### src/rtl/stream_demux2_pkg.sv
// Shared types and defaults for the two-way stream demultiplexer.
package stream_demux2_pkg;

    localparam int unsigned DATA_W_DEF = 3;
    localparam int unsigned CNT_W_DEF  = 4;

    typedef enum logic {
        EMPTY = 1'b0,
        FULL  = 1'b1
    } slot_state_e;

    // Routing select: port 1 when set, port 2 otherwise.
    function automatic logic sel_decode(input logic a, input logic b, input logic c);
        return (a & b) | c;
    endfunction

endpackage

### src/rtl/stream_demux2_out_slot.sv
// One-entry output slot: holds a payload, presents it downstream and counts deliveries.
module out_slot
    import stream_demux2_pkg::*;
#(
    parameter int unsigned DATA_W = DATA_W_DEF,
    parameter int unsigned CNT_W  = CNT_W_DEF
) (
    input  logic              clk,
    input  logic              rst,
    input  logic              load,
    input  logic [DATA_W-1:0] load_data,
    input  logic              ready,
    output logic              valid,
    output logic [DATA_W-1:0] data,
    output logic [CNT_W-1:0]  cnt
);

    slot_state_e state;

    assign valid = (state == FULL);

    // Data register keeps the last delivered value once the slot drains.
    always_ff @(posedge clk or posedge rst) begin
        if (rst) begin
            state <= EMPTY;
            data  <= '0;
            cnt   <= '0;
        end else begin
            case (state)
                EMPTY: begin
                    if (load) begin
                        state <= FULL;
                        data  <= load_data;
                    end
                end
                FULL: begin
                    if (load) begin
                        data <= load_data;
                    end else if (ready) begin
                        state <= EMPTY;
                    end
                end
                default: state <= EMPTY;
            endcase
            if (state == FULL && ready) begin
                cnt <= cnt + CNT_W'(1);
            end
        end
    end

endmodule

### src/rtl/stream_demux2.sv
// Two-way stream demultiplexer: routes each accepted payload to one of two one-entry slots.
module stream_demux2
    import stream_demux2_pkg::*;
#(
    parameter int unsigned DATA_W = DATA_W_DEF,
    parameter int unsigned CNT_W  = CNT_W_DEF
) (
    input  logic              clk,
    input  logic              rst,
    input  logic [DATA_W-1:0] in_data,
    input  logic              in_valid,
    output logic              in_ready,
    input  logic              a,
    input  logic              b,
    input  logic              c,
    output logic [DATA_W-1:0] out1_data,
    output logic              out1_valid,
    input  logic              out1_ready,
    output logic [DATA_W-1:0] out2_data,
    output logic              out2_valid,
    input  logic              out2_ready,
    output logic [CNT_W-1:0]  cnt1,
    output logic [CNT_W-1:0]  cnt2,
    output logic              busy
);

    logic sel;
    logic load1;
    logic load2;

    assign sel = sel_decode(a, b, c);

    // A slot can take a payload when empty or when it drains in the same cycle.
    assign in_ready = sel ? (!out1_valid || out1_ready) : (!out2_valid || out2_ready);

    assign load1 = in_valid & in_ready & sel;
    assign load2 = in_valid & in_ready & !sel;
    assign busy  = out1_valid | out2_valid;

    out_slot #(.DATA_W(DATA_W), .CNT_W(CNT_W)) u_slot1 (
        .clk       (clk),
        .rst       (rst),
        .load      (load1),
        .load_data (in_data),
        .ready     (out1_ready),
        .valid     (out1_valid),
        .data      (out1_data),
        .cnt       (cnt1)
    );

    out_slot #(.DATA_W(DATA_W), .CNT_W(CNT_W)) u_slot2 (
        .clk       (clk),
        .rst       (rst),
        .load      (load2),
        .load_data (in_data),
        .ready     (out2_ready),
        .valid     (out2_valid),
        .data      (out2_data),
        .cnt       (cnt2)
    );

endmodule

### config.mk
export PLATFORM = sky130hd
export DESIGN_NAME = stream_demux2
export DESIGN_NICKNAME = d
export VERILOG_FILES = /design/src/rtl/stream_demux2_pkg.sv /design/src/rtl/stream_demux2_out_slot.sv /design/src/rtl/stream_demux2.sv
export SDC_FILE = /design/constraint.sdc
export NUM_CORES = 1
export LEC_CHECK = 0
export ABC_CLOCK_PERIOD_IN_PS = 2900
export BUFFER_PORTS_ARGS = -buffer_cell sky130_fd_sc_hd__buf_4
export CAP_MARGIN = 5
export CORE_MARGIN = 4
export CORE_UTILIZATION = 35
export CTS_CLUSTER_DIAMETER = 100
export DETAILED_ROUTE_END_ITERATION = 10
export GPL_ROUTABILITY_DRIVEN = 0
export PLACE_DENSITY = 0.65
export SLEW_MARGIN = 20
export SYNTH_ARGS = -nofsm -noshare
export SYNTH_HDL_FRONTEND = slang
export SYNTH_SLANG_ARGS = --single-unit
### constraint.sdc
create_clock -name clk -period 2.9 [get_ports clk]
set_input_delay 0.145 -clock clk [delete_from_list [all_inputs] [get_ports clk]]
set_output_delay 0.145 -clock clk [all_outputs]
set_load 0.03 [all_outputs]
==> results of run 1 <==
how the worst min path moves through the flow:
stage	slack [ns]	endpoint	cells past startpoint
6_report	0.1	u_slot2.data[1]	2
5_1_grt	0.07	u_slot2.data[0]	2
4_1_cts	0.09	u_slot1.data[0]	2
3_5_place_dp	0.27	u_slot1.cnt[2]	2
3_3_place_gp	0.25	u_slot2.cnt[3]	2
2_1_floorplan	0.06	u_slot1.cnt[0]	1
synth_stat cells, drive strengths merged (2+ instances only):
| library cell | count | area [um2] |
|---|---|---|
| dfrtp | 16 | 400.4 |
| ha | 2 | 25.02 |
| mux2 | 9 | 123.9 |
| nand2 | 4 | 15.01 |
| nand2b | 2 | 17.52 |
| nand3 | 5 | 37.54 |
| nor2 | 2 | 7.510 |
| xnor2 | 4 | 35.03 |
| xor2 | 2 | 17.52 |
area by class of cell:
type | instances | area share
Tap cell | 27 | 0.03325
Inverter | 1 | 0.003695
Multi-Input combinational cell | 33 | 0.3165
Clock buffer | 4 | 0.03571
Timing Repair Buffer | 29 | 0.2167
Sequential cell | 16 | 0.3941
per-stage QoR:
step | cells | util | setup WS (ns)
floorplan | 50 | - | 1.685
global placement | 105 | 0.4943 | 1.773
detailed placement | 105 | 0.4943 | 1.765
CTS | 110 | 0.5179 | 1.455
global route | 110 | 0.5179 | 1.395
finish | 110 | 0.5179 | 1.475
timing repair:
action,in CTS,in global routing
resized for setup,0,0
hold buffers,1,0
hold endpoints to repair,16,0
report_power, final:
part	internal (W)	switching (W)
Clock	0.0000763	0.0000677
Sequential	0.000300	0.0000698
Combinational	0.000192	0.000241
Total	0.000568	0.000379
sequential cells by signal (all words and copies together), names as in the netlist:
name and cells:
u_slot1.data 3, u_slot2.cnt 4, u_slot2.data 3, u_slot1.valid 1, u_slot1.cnt 4, u_slot2.valid 1
routing by layer:
layer | share of wire | track usage | vias up
met1 | 0.44 | 0.1280 | 229
met3 | 0.096 | 0.04155 | 0
met4 | 0 | 0.07660 | 0
li1 | - | - | 238
met5 | 0 | 0 | -
met2 | 0.47 | 0.1735 | 20
logic make-up after synthesis:
| group | share of synthesized area |
|---|---|
| xor+xnor | 0.07241 |
| buf+inv | 0.005167 |
| simple gates | 0.1431 |
| compound gates | 0.02242 |
| fa+ha+maj | 0.03448 |
| mux | 0.1707 |
| flops | 0.5517 |
==> results.md, run 1 <==
- Run status: complete, no violations
- Power, Total: 0.0009464 W
- Rows: 16
- Port bufs: 28
- Hold Path Class: in -> reg
- Worst R2R Setup Slack: 1.80 ns
- Layout Nets: 97
- Synthesized area: 725.7 um2
- Worst path buffer plus inverter count: 1
- Most frequent cells in the layout: buf_4, dfrtp_1, mux2_4
- Worst path depth: 3
- Critical Path RT: 2.76 ns
- Maxcap violations: 0
- Final instance area: 1016 um2
- Post-synth EDFFs: 0
- H-tree levels: 1
- Hold WS: 0.09657 ns
- Via count: 487
- Setup crit end kind: primary output
- Worst relative slew slack: 0.6002
- Reg2reg start: u_slot2.valid
- Final setup viols: 0
- Slowest stage delay, CP: 0.44 ns
- Worst Skew: 0.005262 ns
- DRT iter0 DRCs: 1
- Worst slew pin tran: 0.5990 ns
- Top Family by Delay on Critical Path: flip-flops
- #FFs+latches synth: 16
- Worst-path fanout max: 5
- Min-delay src: in_data[1]
- Distinct cells, synth: 15
- Post-CTS setup buffer count: 0
- Reg-to-reg critical path endpoint: u_slot2.data[0]
- TNS Setup: 0 ns
- Min Tclk post-route: 1.425 ns
- Top_reg_cell synth: dfrtp_1
- Total gr overflow: 0
- Routed Antenna Nets: 0
- Initial antenna violation count: 0
- Die ar.: 2866 um2
- Layout cells sized above 1: 0.5663
- Layout fillers: 198
- Inserted Diodes: 0
- Placed cell area: 969.7 um2
- CTS root buf: clkbuf_4
- Most common cell after layout, fill and taps aside: buf_4
- CTS tree: yes
- YS warnings: 0
- Die extent in y: 53.54 um
- Worst path cell trace: nand2b_2, mux2_2, buf_4
- Async SR Flop Fraction: 1.000
- Total track usage: 0.1121
- Worst Path Arrival: 1.28 ns
- CTS Sinks: 16
- RSZ-0062 raised after global routing: false
- Mapped Cells: 50
- Sequential cell area fraction in the yosys report: 0.5517
- Cells on worst reg2reg path: 3
- Register Area: 400.4 um2
- Slew Limit Fails: 0
- Remaining DRCs: 0
- Critical-path top delay cell: dfrtp_1
- Pwr dens: 931.5 nW/um2
- Maximum VDD drop: 374.7 uV
- Io pins: 29
- Routed WL: 1342 um
- First-pass GRT wire length: 2201 um
- Core Box Area: 1962 um2
- Critical Path Source: u_slot2.valid
- Hold Violations, Final: 0
- CTS Buf Count: 3
- Vias in the first global route: 506
- Drt wl/cell: 12.20 um
- Max Fclk: 701.8 MHz
- Critical path class: reg -> out
- Largest net degree at the start of global routing: 17
- Clock Path Buffers: 2
- HPWL Detailed: 1099 um
- Via density: 4.427
- CP Capture Point: in_ready
- Syn avg cell area: 14.51 um2
- Length of the first detailed-routing pass in iterations: 2
- CTS clk-pin slew, worst paths: 0.09 ns
- Starting density of the core: 0.3699
- Syn_nets: 63
- Lkg Pwr: 0.5071 nW
- Setup crit start kind: flip-flop
- Final Cycle Share: 0.4914
- Chip width: 53.54 um
- Syn-to-layout area delta: 40.00%
- Multi-input gate area: 321.6 um2
- Worst-skew pair later-pin latency: 0.28 ns
Power figures use the tool's default switching activity.
==> run 2: changes to the inputs <==
Settings changed: ABC_CLOCK_PERIOD_IN_PS 2900 to 1320.
Clock period 2.9 ns to 1.32 ns, I/O delays scaled along.
==> run 2 against run 1 <==
- sequential power grew 120%
- sequential share of layout area down 0.78 points
- first-iteration DRC count grew to 3.0 times the previous value
- flip-flop and latch count stayed put
- clock power up 74%
- largest power group unchanged
==> results.md, run 2 (same netlist as run 1, synthesis figures left out) <==
- Run status: complete, no violations
- Syn-to-layout area delta: 43.28%
- Critical Path RT: 1.25 ns
- HPWL Detailed: 1072 um
- DRT iter0 DRCs: 3
- CTS Sinks: 16
- Cells on worst reg2reg path: 3
- Maximum VDD drop: 843.4 uV
- Chip width: 53.54 um
- First-pass GRT wire length: 2304 um
- Critical path class: reg -> out
- Final setup viols: 0
- Slew Limit Fails: 0
- Port bufs: 28
- Hold Path Class: in -> reg
- Setup crit start kind: flip-flop
- Worst relative slew slack: 0.6036
- Util after Layout: 0.5300
- Final instance area: 1040 um2
- Min Tclk post-route: 1.260 ns
- Pwr dens: 1960 nW/um2
- Die extent in y: 53.54 um
- Layout Nets: 100
- Rows: 16
- Routed WL: 1414 um
- Most common cell after layout, fill and taps aside: buf_4
- Worst-path fanout max: 4
- Clock Path Buffers: 2
- Die ar.: 2866 um2
- Placed cell area: 969.7 um2
- Routed Antenna Nets: 0
- CTS clk-pin slew, worst paths: 0.09 ns
- Vias in the first global route: 546
- Most frequent cells in the layout: buf_4, dfrtp_1, mux2_4
- Total gr overflow: 0
- Setup WS post-layout: 0.06049 ns
- Core Box Area: 1962 um2
- Worst slew pin tran: 0.5940 ns
- Setup crit end kind: primary output
- Worst R2R Setup Slack: 0.16 ns
- Maxcap violations: 0
- Initial antenna violation count: 0
- H-tree levels: 1
- Total track usage: 0.1125
- Top Registers: u_slot1.cnt: 4 flops, u_slot2.cnt: 4 flops
- Remaining DRCs: 0
- Final Cycle Share: 0.9542
- CTS root buf: clkbuf_4
- Critical Path Source: u_slot2.valid
- Drt wl/cell: 12.63 um
- Worst Skew: 0.001311 ns
- Lkg Pwr: 0.5252 nW
- Starting density of the core: 0.3699
- Inserted Diodes: 0
- Io pins: 29
- Layout cells sized above 1: 0.5882
- Hold Violations, Final: 0
- Via count: 500
- Length of the first detailed-routing pass in iterations: 3
- Max Fclk: 794.0 MHz
- CP Capture Point: in_ready
- Worst-skew pair later-pin latency: 0.28 ns
- CTS tree: yes
- Worst Path Arrival: 1.19 ns
- Largest net degree at the start of global routing: 17
- Via density: 4.464
- Reg-to-reg critical path endpoint: u_slot2.cnt[1]
- DP Worst Slack: 0.2015 ns
- CTS Buf Count: 3
- Reg2reg start: u_slot2.valid
==> run 2: cell count changes in the layout (fill, tap and decap cells not counted) <==
cell	previous run	this run
buf_4	28	30
buf_6	0	1
clkbuf_8	1	0
dfrtp_1	16	15
dfrtp_2	0	1
nand2b_2	2	0
nand2b_4	0	2
==> run 2: worst max-delay path, cell delays in order (launching register included) <==
cell and delay (ns):
dfrtp_2 0.42, nand2b_4 0.08, mux2_2 0.28, buf_6 0.14
==> run 2: power by group <==
| group | total [W] | switching, W | internal (W) |
|---|---|---|---|
| Clock | 0.000251 | 0.000145 | 0.000106 |
| Sequential | 0.000813 | 0.000154 | 0.000659 |
| Combinational | 0.000974 | 0.000539 | 0.000436 |
==> run 2: cell type report <==
class	instances	area, um2
flip-flops and latches	16	401.6
repair buffers	32	246.5
well taps	27	33.78
inverters	1	3.754
fillers	195	922.1
clock buffers	3	22.52
multi-input cells	33	331.6
==> run 2: timing repair <==
action / CTS / global route
gates resized for setup: 1 / 3
hold endpoints to repair: 16 / 0
hold buffers: 1 / 0
setup endpoints to repair: 1 / 1
setup buffers: 2 / 1
==> run 2: how the worst min path moves through the flow <==
| stage | start | end | depth (start not counted) |
|---|---|---|---|
| 6_report | in_data[2] | u_slot2.data[2] | 2 |
| 5_1_grt | in_data[2] | u_slot2.data[2] | 2 |
| 4_1_cts | in_data[2] | u_slot2.data[2] | 2 |
| 3_5_place_dp | rst | u_slot1.cnt[2] | 2 |
| 3_3_place_gp | rst | u_slot1.cnt[2] | 2 |
| 2_1_floorplan | rst | u_slot1.cnt[0] | 1 |
==> run 2: per-stage QoR <==
stage            TNS, ns  power, W  cells  hold slack, ns
2_1_floorplan          0  0.001412     50        -0.02026
3_3_place_gp           0  0.001774    105          0.1749
3_5_place_dp           0  0.001787    105          0.1829
4_1_cts                0  0.002052    111         0.01716
5_1_grt        -0.006622  0.002168    112        0.003257
6_report               0  0.002038    112         0.02076
==> run 2: per-layer routing <==
layer	vias to the layer above	track usage	wire length (um)
met4	0	0.03830	0
met3	0	0.04986	169
met1	236	0.1294	605
met2	22	0.1857	638
met5	-	0	0
li1	242	-	-
